## src/rtl/hit_scheduler_if.sv

```systemverilog
// Ball-state update port: one request (index + flip/pocket payload) at a time,
// held until the register file acknowledges it.
interface hit_scheduler_if #(
  parameter int IDX_W = 2
);
  logic             updValid;
  logic             updAck;
  logic [IDX_W-1:0] updIdx;
  logic             updFlipX;
  logic             updFlipY;
  logic             updPocket;

  modport master (output updValid, updIdx, updFlipX, updFlipY, updPocket, input updAck);
  modport slave  (input updValid, updIdx, updFlipX, updFlipY, updPocket, output updAck);
endinterface

```

## src/rtl/hit_scheduler.sv

```systemverilog
// Accumulates per-ball hit/pocket events during a frame and replays them, lowest
// ball index first, over the update port after each startOfFrame seen while idle.
module hit_scheduler #(
  parameter int NUM_BALLS   = 4,
  parameter int TIMEOUT_CYC = 255,
  parameter int IDX_W       = 2
) (
  input  logic                 clk,
  input  logic                 reset,
  input  logic                 startOfFrame,
  input  logic [NUM_BALLS-1:0] hitBall,
  input  logic [NUM_BALLS-1:0] hitFlipX,
  input  logic [NUM_BALLS-1:0] hitFlipY,
  input  logic [NUM_BALLS-1:0] pocketHit,
  input  logic                 clearErr,
  hit_scheduler_if.master      upd,
  output logic                 busy,
  output logic                 frameDone,
  output logic                 overrunErr,
  output logic                 timeoutErr
);
  localparam int CNT_W = $clog2(TIMEOUT_CYC + 1);

  typedef enum logic [1:0] {IDLE, SCAN, WAIT_ACK} state_t;

  state_t               state_q, state_d;
  logic [NUM_BALLS-1:0] cfx_q, cfy_q, cpk_q;
  logic [NUM_BALLS-1:0] wfx_q, wfy_q, wpk_q;
  logic [NUM_BALLS-1:0] new_fx, new_fy, pending;
  logic [IDX_W-1:0]     sel, idx_q;
  logic                 found;
  logic [CNT_W-1:0]     cnt_q;
  logic                 valid_q, fx_q, fy_q, pk_q, done_q, ovr_q, tmo_q;
  logic                 acked, expired;
  logic                 snap, issue, finish, retire, drop;

  assign new_fx  = hitBall & hitFlipX;
  assign new_fy  = hitBall & hitFlipY;
  assign pending = wfx_q | wfy_q | wpk_q;
  assign acked   = valid_q && upd.updAck;
  assign expired = !upd.updAck && (cnt_q == CNT_W'(TIMEOUT_CYC - 1));

  // Scan downwards so the last hit wins, leaving the lowest pending index.
  always_comb begin
    found = 1'b0;
    sel   = '0;
    for (int i = NUM_BALLS - 1; i >= 0; i--) begin
      if (pending[i]) begin
        found = 1'b1;
        sel   = IDX_W'(i);
      end
    end
  end

  always_ff @(posedge clk) begin
    if (reset) state_q <= IDLE;
    else       state_q <= state_d;
  end

  always_comb begin
    state_d = state_q;
    case (state_q)
      IDLE:     if (startOfFrame) state_d = SCAN;
      SCAN:     state_d = found ? WAIT_ACK : IDLE;
      WAIT_ACK: if (acked || expired) state_d = SCAN;
      default:  state_d = IDLE;
    endcase
  end

  always_comb begin
    busy   = (state_q != IDLE);
    snap   = (state_q == IDLE) && startOfFrame;
    issue  = (state_q == SCAN) && found;
    finish = (state_q == SCAN) && !found;
    retire = (state_q == WAIT_ACK) && (acked || expired);
    drop   = (state_q == WAIT_ACK) && expired;
  end

  always_ff @(posedge clk) begin
    if (reset) begin
      cfx_q   <= '0;
      cfy_q   <= '0;
      cpk_q   <= '0;
      wfx_q   <= '0;
      wfy_q   <= '0;
      wpk_q   <= '0;
      valid_q <= 1'b0;
      idx_q   <= '0;
      fx_q    <= 1'b0;
      fy_q    <= 1'b0;
      pk_q    <= 1'b0;
      cnt_q   <= '0;
      done_q  <= 1'b0;
      ovr_q   <= 1'b0;
      tmo_q   <= 1'b0;
    end else begin
      // Hits coincident with the snapshot belong to the next frame.
      if (snap) begin
        cfx_q <= new_fx;
        cfy_q <= new_fy;
        cpk_q <= pocketHit;
        wfx_q <= cfx_q;
        wfy_q <= cfy_q;
        wpk_q <= cpk_q;
      end else begin
        cfx_q <= cfx_q | new_fx;
        cfy_q <= cfy_q | new_fy;
        cpk_q <= cpk_q | pocketHit;
        if (retire) begin
          wfx_q[idx_q] <= 1'b0;
          wfy_q[idx_q] <= 1'b0;
          wpk_q[idx_q] <= 1'b0;
        end
      end

      if (issue) begin
        valid_q <= 1'b1;
        idx_q   <= sel;
        pk_q    <= wpk_q[sel];
        fx_q    <= wfx_q[sel] & ~wpk_q[sel];
        fy_q    <= wfy_q[sel] & ~wpk_q[sel];
        cnt_q   <= '0;
      end else if (retire) begin
        valid_q <= 1'b0;
      end else if (state_q == WAIT_ACK) begin
        cnt_q   <= cnt_q + CNT_W'(1);
      end

      done_q <= finish;

      // Error events take priority over a simultaneous clear.
      if (startOfFrame && busy) ovr_q <= 1'b1;
      else if (clearErr)        ovr_q <= 1'b0;
      if (drop)                 tmo_q <= 1'b1;
      else if (clearErr)        tmo_q <= 1'b0;
    end
  end

  assign upd.updValid  = valid_q;
  assign upd.updIdx    = idx_q;
  assign upd.updFlipX  = fx_q;
  assign upd.updFlipY  = fy_q;
  assign upd.updPocket = pk_q;
  assign frameDone     = done_q;
  assign overrunErr    = ovr_q;
  assign timeoutErr    = tmo_q;
endmodule
```

## src/flat_wrapper.sv

```systemverilog
// flat-port wrapper written by rule: the top's interface ports become plain ports
module hit_scheduler_flat 
#(
  parameter int NUM_BALLS   = 4,
  parameter int TIMEOUT_CYC = 255,
  parameter int IDX_W       = 2
)
  (clk, reset, startOfFrame, hitBall, hitFlipX, hitFlipY, pocketHit, clearErr, busy, frameDone, overrunErr, timeoutErr, upd_updValid, upd_updIdx, upd_updFlipX, upd_updFlipY, upd_updPocket, upd_updAck);
  hit_scheduler_if #(.IDX_W(IDX_W)) upd_i ();
  input  logic clk;
  input  logic reset;
  input  logic startOfFrame;
  input  logic [NUM_BALLS-1:0] hitBall;
  input  logic [NUM_BALLS-1:0] hitFlipX;
  input  logic [NUM_BALLS-1:0] hitFlipY;
  input  logic [NUM_BALLS-1:0] pocketHit;
  input  logic clearErr;
  output logic busy;
  output logic frameDone;
  output logic overrunErr;
  output logic timeoutErr;
  output wire logic [$bits(upd_i.updValid)-1:0] upd_updValid;
  output wire logic [$bits(upd_i.updIdx)-1:0] upd_updIdx;
  output wire logic [$bits(upd_i.updFlipX)-1:0] upd_updFlipX;
  output wire logic [$bits(upd_i.updFlipY)-1:0] upd_updFlipY;
  output wire logic [$bits(upd_i.updPocket)-1:0] upd_updPocket;
  input wire logic [$bits(upd_i.updAck)-1:0] upd_updAck;
  assign upd_updValid = upd_i.updValid;
  assign upd_updIdx = upd_i.updIdx;
  assign upd_updFlipX = upd_i.updFlipX;
  assign upd_updFlipY = upd_i.updFlipY;
  assign upd_updPocket = upd_i.updPocket;
  assign upd_i.updAck = upd_updAck;
  hit_scheduler #(.NUM_BALLS(NUM_BALLS), .TIMEOUT_CYC(TIMEOUT_CYC), .IDX_W(IDX_W)) u_core (.clk(clk), .reset(reset), .startOfFrame(startOfFrame), .hitBall(hitBall), .hitFlipX(hitFlipX), .hitFlipY(hitFlipY), .pocketHit(pocketHit), .clearErr(clearErr), .upd(upd_i), .busy(busy), .frameDone(frameDone), .overrunErr(overrunErr), .timeoutErr(timeoutErr));
endmodule
```

## config.mk

```make
export PLATFORM = sky130hd
export DESIGN_NAME = hit_scheduler_flat
export DESIGN_NICKNAME = d
export VERILOG_FILES = /design/src/rtl/hit_scheduler_if.sv /design/src/rtl/hit_scheduler.sv /design/src/flat_wrapper.sv
export SDC_FILE = /design/constraint.sdc
export NUM_CORES = 1
export LEC_CHECK = 0
export CORE_AREA = 2 2 55 83
export CTS_CLUSTER_SIZE = 25
export DETAILED_ROUTE_END_ITERATION = 12
export DIE_AREA = 0 0 57 85
export HOLD_SLACK_MARGIN = 0.15
export PLACE_DENSITY = 0.72
export SYNTH_ARGS = -nofsm -noshare
export SYNTH_HDL_FRONTEND = slang
export SYNTH_SLANG_ARGS = --single-unit
```

## constraint.sdc

```tcl
create_clock -name clk -period 1.7 [get_ports clk]
set_input_delay 0.34 -clock clk [delete_from_list [all_inputs] [get_ports clk]]
set_output_delay 0.34 -clock clk [all_outputs]
set_load 0.02 [all_outputs]
```

# Word-level counts from Yosys, hierarchy flattened
# Cells that the tools add are included.
[classes] n_lt_le_gt_ge=3 add_sub_neg=1 bitwise_logic=15 mux=34 n_mul=0 div=0 reduce_logical=21 shifts=0 n_eq_ne=5
[ops] cell="two-way mux 4 bit" count=9
[ops] cell="bitwise AND 4 bit" count=5
[ops] cell="OR 4 bit" count=5
[ops] cell="two-way mux 2 bit" count=7
[ops] cell="two-way mux 1 bit" count=13
[ops] cell="nonzero test 2 bit" count=5
[ops] cell="logical AND 1 bit" count=9
[ops] cell="adder 8 x 1 -> 8 bit, second input constant" count=1
[ops] cell="equality test 8 bit, second input constant" count=1
[ops] cell="binary-select mux 1 bit (select 2 bit)" count=3
[ops] cell="< comparator 2 x 3 -> 1 bit, second input constant" count=2
[ops] cell="one-hot mux 2 bit (3 select lines)" count=1
[ops] cell="NOT 4 bit" count=1
[ops] cell="AND reduction 2 bit" count=2
[ops] cell="bitwise AND 1 bit" count=2
[ops] cell="demux 1 bit (select 2 bit)" count=1
[ops] cell="equality test 2 x 1 -> 1 bit, second input constant" count=1
[ops] cell="equality test 2 bit, second input constant" count=1
[ops] cell="greater-or-equal comparator 2 x 1 -> 1 bit, second input constant" count=1
[ops] cell="zero test 1 bit" count=2
[ops] cell="zero test 2 bit" count=1
[ops] cell="inequality test 2 x 1 -> 1 bit, second input constant" count=1
[ops] cell="inequality test 2 bit, second input constant" count=1
[ops] cell="NOT 1 bit" count=2
[ops] cell="other kinds (2)" count=2
[word_totals] latch_bits=0 inputBits=21 elab_cells=95 mem_bits_ro=0 mem_bits_rw=0 register_bits=43 output_inout_bits=10 mem_count=0

# Logic depth before layout (Yosys ltp)
# Gate-level depths: netlist (run 1).
[logic_depth] word_depth=10 depth_mapped=7

# Least setup slack after synthesis (run 1)
# No wires, ideal clock.
[synth_timing] path_kind="register to register" from="register u_core.cnt_q[0]" to="register u_core.cnt_q[7]" setup_ns=0.070 stages_incl_launch_ff=7 arrival_ns=1.553 setup_slack_ns=0.077 required_time_ns=1.630 path_buffers=0 synth_period_minus_slack_ns=1.623 cell_sequence="dfxtp_1 > inv_1 > ha_1 > nand4b_1 > o211ai_2 > or4_1 > a21oi_1"
[synth_between] elab_chain_cells=6 word_cells_on_any_way=7 classes_between="add/sub: 1; eq/ne: 1; bitwise: 1; reduce/logical: 4"
[synth_lines] item="start, declared" line_no="hit_scheduler.sv:32" source="logic [CNT_W-1:0] cnt_q;"
[synth_lines] item="start signal, assigned" line_no="hit_scheduler.sv:126" source="cnt_q <= cnt_q + CNT_W'(1);"
[synth_lines] item="branches (longest 6 deep; another with adder 8 x 1 -> 8 bit)"
# Several ways; the timed one is not identified.
# A chain may end at the register's enable or synchronous reset.

# Worst setup path after layout (run 1)
[layout_timing] from="register u_core.cnt_q[0]" to="register u_core.cnt_q[5]"
# The elaborated chain is that of the path after synthesis.

==> results.md, run 1 <==
* Largest net degree at the start of global routing at 21
* Pre-antenna DRT Iters at 4
* CP max stage cell: or4_1
* Worst rel slew slack at 77.8%
* Worst min-delay path class: flop to flop
* Setup ws final at 0.0717 ns
* Crit. End Element: flop
* CP required at 1.94 ns
* CP startpoint: u_core.cnt_q[0]
* Root Buffer: clkbuf_8
* Tot GR Track Use at 18.2%
* Share of the synthesized area in the top cell type at 45.9%
* CTS sink count at 43
* Leakage Power at 0.878 nW
* Worst vdd ir at 0.646 mV
* Final ANT Viol Nets at 0
* Area leader, netlist: dfxtp_1
* Count leader, synth: dfxtp_1
* First-pass GRT wire length at 6970 um
* Reg2reg start: u_core.cnt_q[0]
* Crit path to: u_core.cnt_q[5]
* FF+latch count, synth at 43
* Buffers added on ports at 30
* Status: complete, no violations
* WP depth at 6
* Residual DRC count at 0
* Min Hold Slack at 0.459 ns
* Utilization after layout at 58.9%
* Detailed-route via count at 1,707
* CP Class: flop to flop
* DRT iter0 DRCs at 52
* RSZ-0062 raised after global routing: false
* Worst Path Buf+Inv at 1
* Synth Instances at 214
* Initial antenna violation count at 0
* Pre-CTS WS at -0.218 ns
* Die area at 0.00485 mm2
* Core region area at 0.00414 mm2
* Total power draw at 0.00208 W
* Routability cong. at 0.827
* Max Fclk at 614 MHz
* Syn nets at 237
* Power Density at 853 mW/mm2
* EDFF count, synth at 0
* Layout cells sized above 1 at 15.1%
* Syn_area_per_cell at 8.77 um2
* R2R Setup Slk at 0.07 ns
* WL final at 4040 um
* Setup TNS at 0 ns
* Worst-skew pair later-pin latency at 0.30 ns
* Final Max Slew Viols at 0
* Ports at 31
* Die width at 57 um
* Final Hold Vio Count at 0
* Die height at 85 um
* Yosys warns at 0
* Max Cap Viol at 0
* Detailed-placement wirelength estimate at 3090 um
* Tmin final at 1.63 ns
* Wirelength per Cell at 13.3 um
* Row Count at 29
* Critical path data arrival time at 1.87 ns
* CP peak stage delay at 0.55 ns
* Post-Syn Area at 0.00188 mm2
* Number of global-route vias before repair at 1,591
* Vias/cell at 5.62
* Worst Tran Pin Value at 0.331 ns
* H-tree Lvls at 2
* # diodes at 0
* Register area share after synthesis at 45.9%
* Area Growth Syn to Fin at 29.7%
* Starting Density at 45.4%
* Clk pin slew, worst setup/hold paths at 0.08 ns
* Final setup fails at 0
* Main synth FF type: dfxtp_1
* Worst flop-to-flop path endpoint: u_core.cnt_q[5]
* CP cell instances: inv_2, ha_2, nand4b_1, o211ai_2, or4_1, a21oi_2
* Fill cell count at 405
* Reg2Reg Depth at 6
* Remaining Overflow, GRT at 0
* Worst Path Max Fanout at 5
* CTS tree: done
* Area contributors post-synth: dfxtp_1 46%, a21oi_1 8.5%, nor2_1 5.6%
* Part of the cycle the worst path needs at 95.8%
* Post-synthesis cell type count at 39
* CTS hold repair buffers at 0
* Num CTS Buffers at 5
* Clock Path Buffers at 2
* CP startpoint kind: flop
* Async set-reset flop share out of synthesis at 0%
* Post-synth top cells: 43 x dfxtp_1, 32 x a21oi_1, 28 x nor2_1
* Max Clock Skew at 0.00619 ns
* Critical path's top delay family: simple AND/OR/NAND/NOR gates
* Fin nets at 280
-- power breakdown --
| group | internal, W | switching, W | total [W] |
|---|---|---|---|
| logic | 0.000177 | 0.000178 | 0.000356 |
| clock network | 0.000287 | 0.000339 | 0.000625 |
| registers | 0.00106 | 0.0000416 | 0.00110 |
-- logic make-up after synthesis --
| family | synth area share [%] |
|---|---|
| AO/OA/AOI/OAI | 25.7 |
| AND/OR/NAND/NOR | 22.5 |
| flip-flops | 45.9 |
| XOR/XNOR | 1.40 |
| adder cells (fa/ha/maj) | 1.33 |
| buffers and inverters | 3.13 |
-- registers in the layout, indices dropped and copies added, names as in the netlist --
signal	flops
u_core.overrunErr	1
u_core.timeoutErr	1
u_core.upd.updFlipY	1
u_core.wfy_q	4
u_core.upd.updPocket	1
u_core.cfy_q	4
u_core.wpk_q	4
u_core.state_q	2
u_core.frameDone	1
u_core.cnt_q	8
u_core.upd.updValid	1
u_core.upd.updIdx	2
u_core.wfx_q	4
u_core.upd.updFlipX	1
u_core.cpk_q	4
u_core.cfx_q	4
-- cell usage in the layout, fill, tap and decap left out, types with 2 or more instances in the layout --
cell type,Yosys,final
nand4_1,4,4
a22oi_1,8,8
or3_1,4,4
dfxtp_1,43,42
a21oi_2,0,2
xor2_1,2,2
nor3_4,3,3
dlygate4sd2_1,0,3
inv_1,3,2
clkdlybuf4s50_1,0,27
nor2_1,28,28
o211ai_1,13,13
a21oi_1,32,30
nand3b_1,3,3
o21ai_0,8,8
clkbuf_8,0,5
a32o_1,2,2
nand3_1,2,2
nand2_1,18,18
nand4b_1,2,2
nor3_1,2,2
buf_4,0,14
nand2b_1,4,4
buf_12,0,2
nor2b_1,2,2
-- worst min-delay path by stage --
stage / start / endpoint / slack, ns / depth (start not counted)
2_1_floorplan: u_core.cfx_q[0] / u_core.wfx_q[0] / 0.43 / 2
3_3_place_gp: u_core.cfx_q[2] / u_core.wfx_q[2] / 0.44 / 2
3_5_place_dp: u_core.cfx_q[1] / u_core.wfx_q[1] / 0.45 / 2
4_1_cts: u_core.cfx_q[1] / u_core.wfx_q[1] / 0.46 / 2
5_1_grt: u_core.cpk_q[3] / u_core.wpk_q[3] / 0.49 / 2
6_report: u_core.cpk_q[0] / u_core.wpk_q[0] / 0.46 / 2
-- routing by layer --
layer / wire (um) / global-route usage, % / vias to the layer above
met5: 0 / 0 / -
met1: 1660 / 19.7 / 804
met3: 126 / 3.81 / 8
met4: 89 / 8.67 / 0
li1: - / - / 866
met2: 2160 / 32.7 / 29
-- per-stage QoR --
| stage | instance area (um2) | instances |
|---|---|---|
| 2_1_floorplan | 1880 | 214 |
| 3_3_place_gp | 2320 | 295 |
| 3_5_place_dp | 2320 | 295 |
| 4_1_cts | 2410 | 304 |
| 5_1_grt | 2430 | 304 |
| 6_report | 2430 | 304 |
-- final cells by class --
cell class	instances	area [um2]	area share, %
multi-input combinational	158	977	40.1
tap	46	57.6	2.36
clock inverter	2	12.5	0.514
sequential	43	862	35.4
timing repair buffer	46	442	18.1
clock buffer	6	72.6	2.98
inverter	3	11.3	0.462
-- what timing repair did --
| item | 4_1_cts | 5_1_grt |
|---|---|---|
| pin swaps | 0 | 5 |
| endpoints found under the setup margin | 6 | 16 |
| setup buffers | 1 | 0 |
| resized for setup | 3 | 8 |
-- worst register-to-register path, delay by kind of cell (launching register included) --
kind	cells	cell delay, ns
adder cells (fa/ha/maj)	1	0.18
AO/OA/AOI/OAI	2	0.29
flip-flops	1	0.34
buffers and inverters	1	0.05
AND/OR/NAND/NOR	2	0.72
No activity file was read; power rests on OpenSTA's default activity.
==> run 2, diff against run 1 <==
--- a/config.mk
+++ b/config.mk
@@ -9,6 +9,7 @@
 export CTS_CLUSTER_SIZE = 25
 export DETAILED_ROUTE_END_ITERATION = 12
 export DIE_AREA = 0 0 57 85
+export GPL_TIMING_DRIVEN = 0
 export HOLD_SLACK_MARGIN = 0.15
 export PLACE_DENSITY = 0.72
 export SYNTH_ARGS = -nofsm -noshare
==> run 2 against run 1 <==
  * Global-route usage rose by 0.33 points
  * Die area unchanged
  * Worst hold slack worse by 0.0034 ns
  * Clock power down 4.0%
  * Final cell count grew 3.0%
  * Non-clock buffer count grew 11
  * Via count grew 3.2%
  * Design area increased by 1.9%
  * First-iteration DRC count is 63% higher
  * Wire length is 8.6% higher
  * Sequential power barely moved
  * Clock skew rose by 0.0075 ns
  * Largest power group unchanged
  * Highest routed layer unchanged
==> results.md, run 2 (synthesized netlist as in run 1, its figures left out) <==
* Tot GR Track Use at 18.5% (+0.33 points)
* Row Count at 29 (unchanged)
* Core region area at 0.00414 mm2 (unchanged)
* Die height at 85 um (unchanged)
* Routability cong. at 0.849 (+2.7%)
* Leakage Power at 0.899 nW (+2.4%)
* Status: complete, no violations
* CTS tree: done
* Area Growth Syn to Fin at 32.2%
* Final ANT Viol Nets at 0 (unchanged)
* DRT iter0 DRCs at 85 (+63%)
* Commonest non-fill, non-tap cell in the layout: dfxtp_1
* Detailed-placement wirelength estimate at 3030 um (-1.9%)
* Max Fclk at 589 MHz (-4.0%)
* Max Clock Skew at 0.0137 ns (+0.00750 ns)
* Die width at 57 um (unchanged)
* Min Hold Slack at 0.456 ns (-0.00338 ns)
* Utilization after layout at 60.0% (+1.1 points)
* Tmin final at 1.70 ns (+0.0685 ns)
* CP Class: flop to flop
* Max FFs per register at 8 (unchanged)
* Worst rel slew slack at 66.8% (-11 points)
* Final Hold Vio Count at 0 (unchanged)
* CP startpoint kind: flop
* Final setup fails at 0 (unchanged)
* CTS sink count at 43 (unchanged)
* Vias/cell at 5.63 (+0.20%)
* CP required at 1.94 ns (about the same)
* Number of global-route vias before repair at 1,628 (+2.3%)
* Worst-skew pair later-pin latency at 0.29 ns (about the same)
* Final Max Slew Viols at 0 (unchanged)
* Residual DRC count at 0 (unchanged)
* Root Buffer: clkbuf_8
* Num CTS Buffers at 5 (unchanged)
* Wirelength per Cell at 14.0 um (+5.5%)
* Commonest non-fill, non-tap cells in the layout: 41 x dfxtp_1, 31 x a21oi_1, 28 x nor2_1
* Detailed-route via count at 1,761 (+3.2%)
* Crit. End Element: flop
* Worst vdd ir at 0.685 mV (+6.0%)
* WL final at 4380 um (+8.6%)
* Worst Path Max Fanout at 7 (+2)
* Part of the cycle the worst path needs at 99.8% (+4.0 points)
* Largest net degree at the start of global routing at 13 (-38%)
* # diodes at 0 (unchanged)
* Remaining Overflow, GRT at 0 (unchanged)
* Pre-antenna DRT Iters at 4 (unchanged)
* Worst Tran Pin Value at 0.498 ns (+0.167 ns)
* Clock Path Buffers at 2 (unchanged)
* Ports at 31 (unchanged)
* Max Cap Viol at 0 (unchanged)
* Fin nets at 291 (+3.9%)
* Power Density at 828 mW/mm2 (-3.0%)
* Layout cells sized above 1 at 16.5% (+1.4 points)
* H-tree Lvls at 2 (unchanged)
* Critical path data arrival time at 1.93 ns (+0.06 ns)
* Top reg by flops: u_core.cnt_q
* Die area at 0.00485 mm2 (unchanged)
* First-pass GRT wire length at 7220 um (+3.6%)
* Buffers added on ports at 29 (-3.3%)
* Clk pin slew, worst setup/hold paths at 0.08 ns (about the same)
* Initial antenna violation count at 0 (unchanged)
* Starting Density at 45.4% (unchanged)
* Worst min-delay path class: flop to flop
[run 2: path summary, 6_finish.rpt]
check,cells past startpoint,slack (ns),end,start
max,7,0.003,u_core.cnt_q[5],u_core.cnt_q[0]
min reg2reg,2,0.46,u_core.wpk_q[2],u_core.cpk_q[2]
max reg2reg,7,0.003,u_core.cnt_q[5],u_core.cnt_q[0]
min,2,0.46,u_core.wpk_q[2],u_core.cpk_q[2]
[run 2: timing repair]
item / 4_1_cts / 5_1_grt
resized for setup: 7 / 13
cloned: 0 / 1
pin swaps: 3 / 11
endpoints found under the setup margin: 14 / 21
hold buffers: 0 / 0
setup buffers: 8 / 9
[run 2: critical path: stages (launching register included)]
cell      delay [ns]
dfxtp_2         0.34
inv_2           0.05
ha_4            0.15
nand4b_1        0.16
buf_4           0.16
o211ai_4        0.12
or4_4           0.53
a21oi_2         0.12
[run 2: through the flow]
| step | total power [W] | setup WS (ns) | area [um2] | std cells | setup TNS, ns |
|---|---|---|---|---|---|
| after floorplan | 0.00132 | 0.0770 | 1880 | 214 | 0 |
| after global placement | 0.00144 | -0.338 | 2220 | 289 | -4.52 |
| after detailed placement | 0.00145 | -0.351 | 2220 | 289 | -4.75 |
| after CTS | 0.00204 | -0.0436 | 2370 | 303 | -0.0766 |
| after global routing | 0.00215 | -0.0478 | 2480 | 313 | -0.295 |
| final | 0.00205 | 0.00321 | 2480 | 313 | 0 |
[run 2: area by class of cell]
class	instances	area [um2]
inverter	3	11.3
tap	46	57.6
fill	373	1660
clock inverter	1	7.51
sequential	43	863
clock buffer	5	68.8
multi-input combinational	158	996
timing repair buffer	47	422
buffer	10	55.1
[run 2: layer usage]
layer,vias to the layer above,track usage (%),wire (um)
met4,0,7.61,71
li1,889,-,-
met2,33,32.8,2410
met1,833,21.4,1770
met3,6,3.35,139
met5,-,0,0
[run 2: where the power goes]
part | leakage [nW] | internal [W] | switching (W)
Clock | 0.0361 | 0.000273 | 0.000328
Combinational | 0.511 | 0.000171 | 0.000184
Sequential | 0.352 | 0.00106 | 0.0000425
Total | 0.899 | 0.00150 | 0.000555
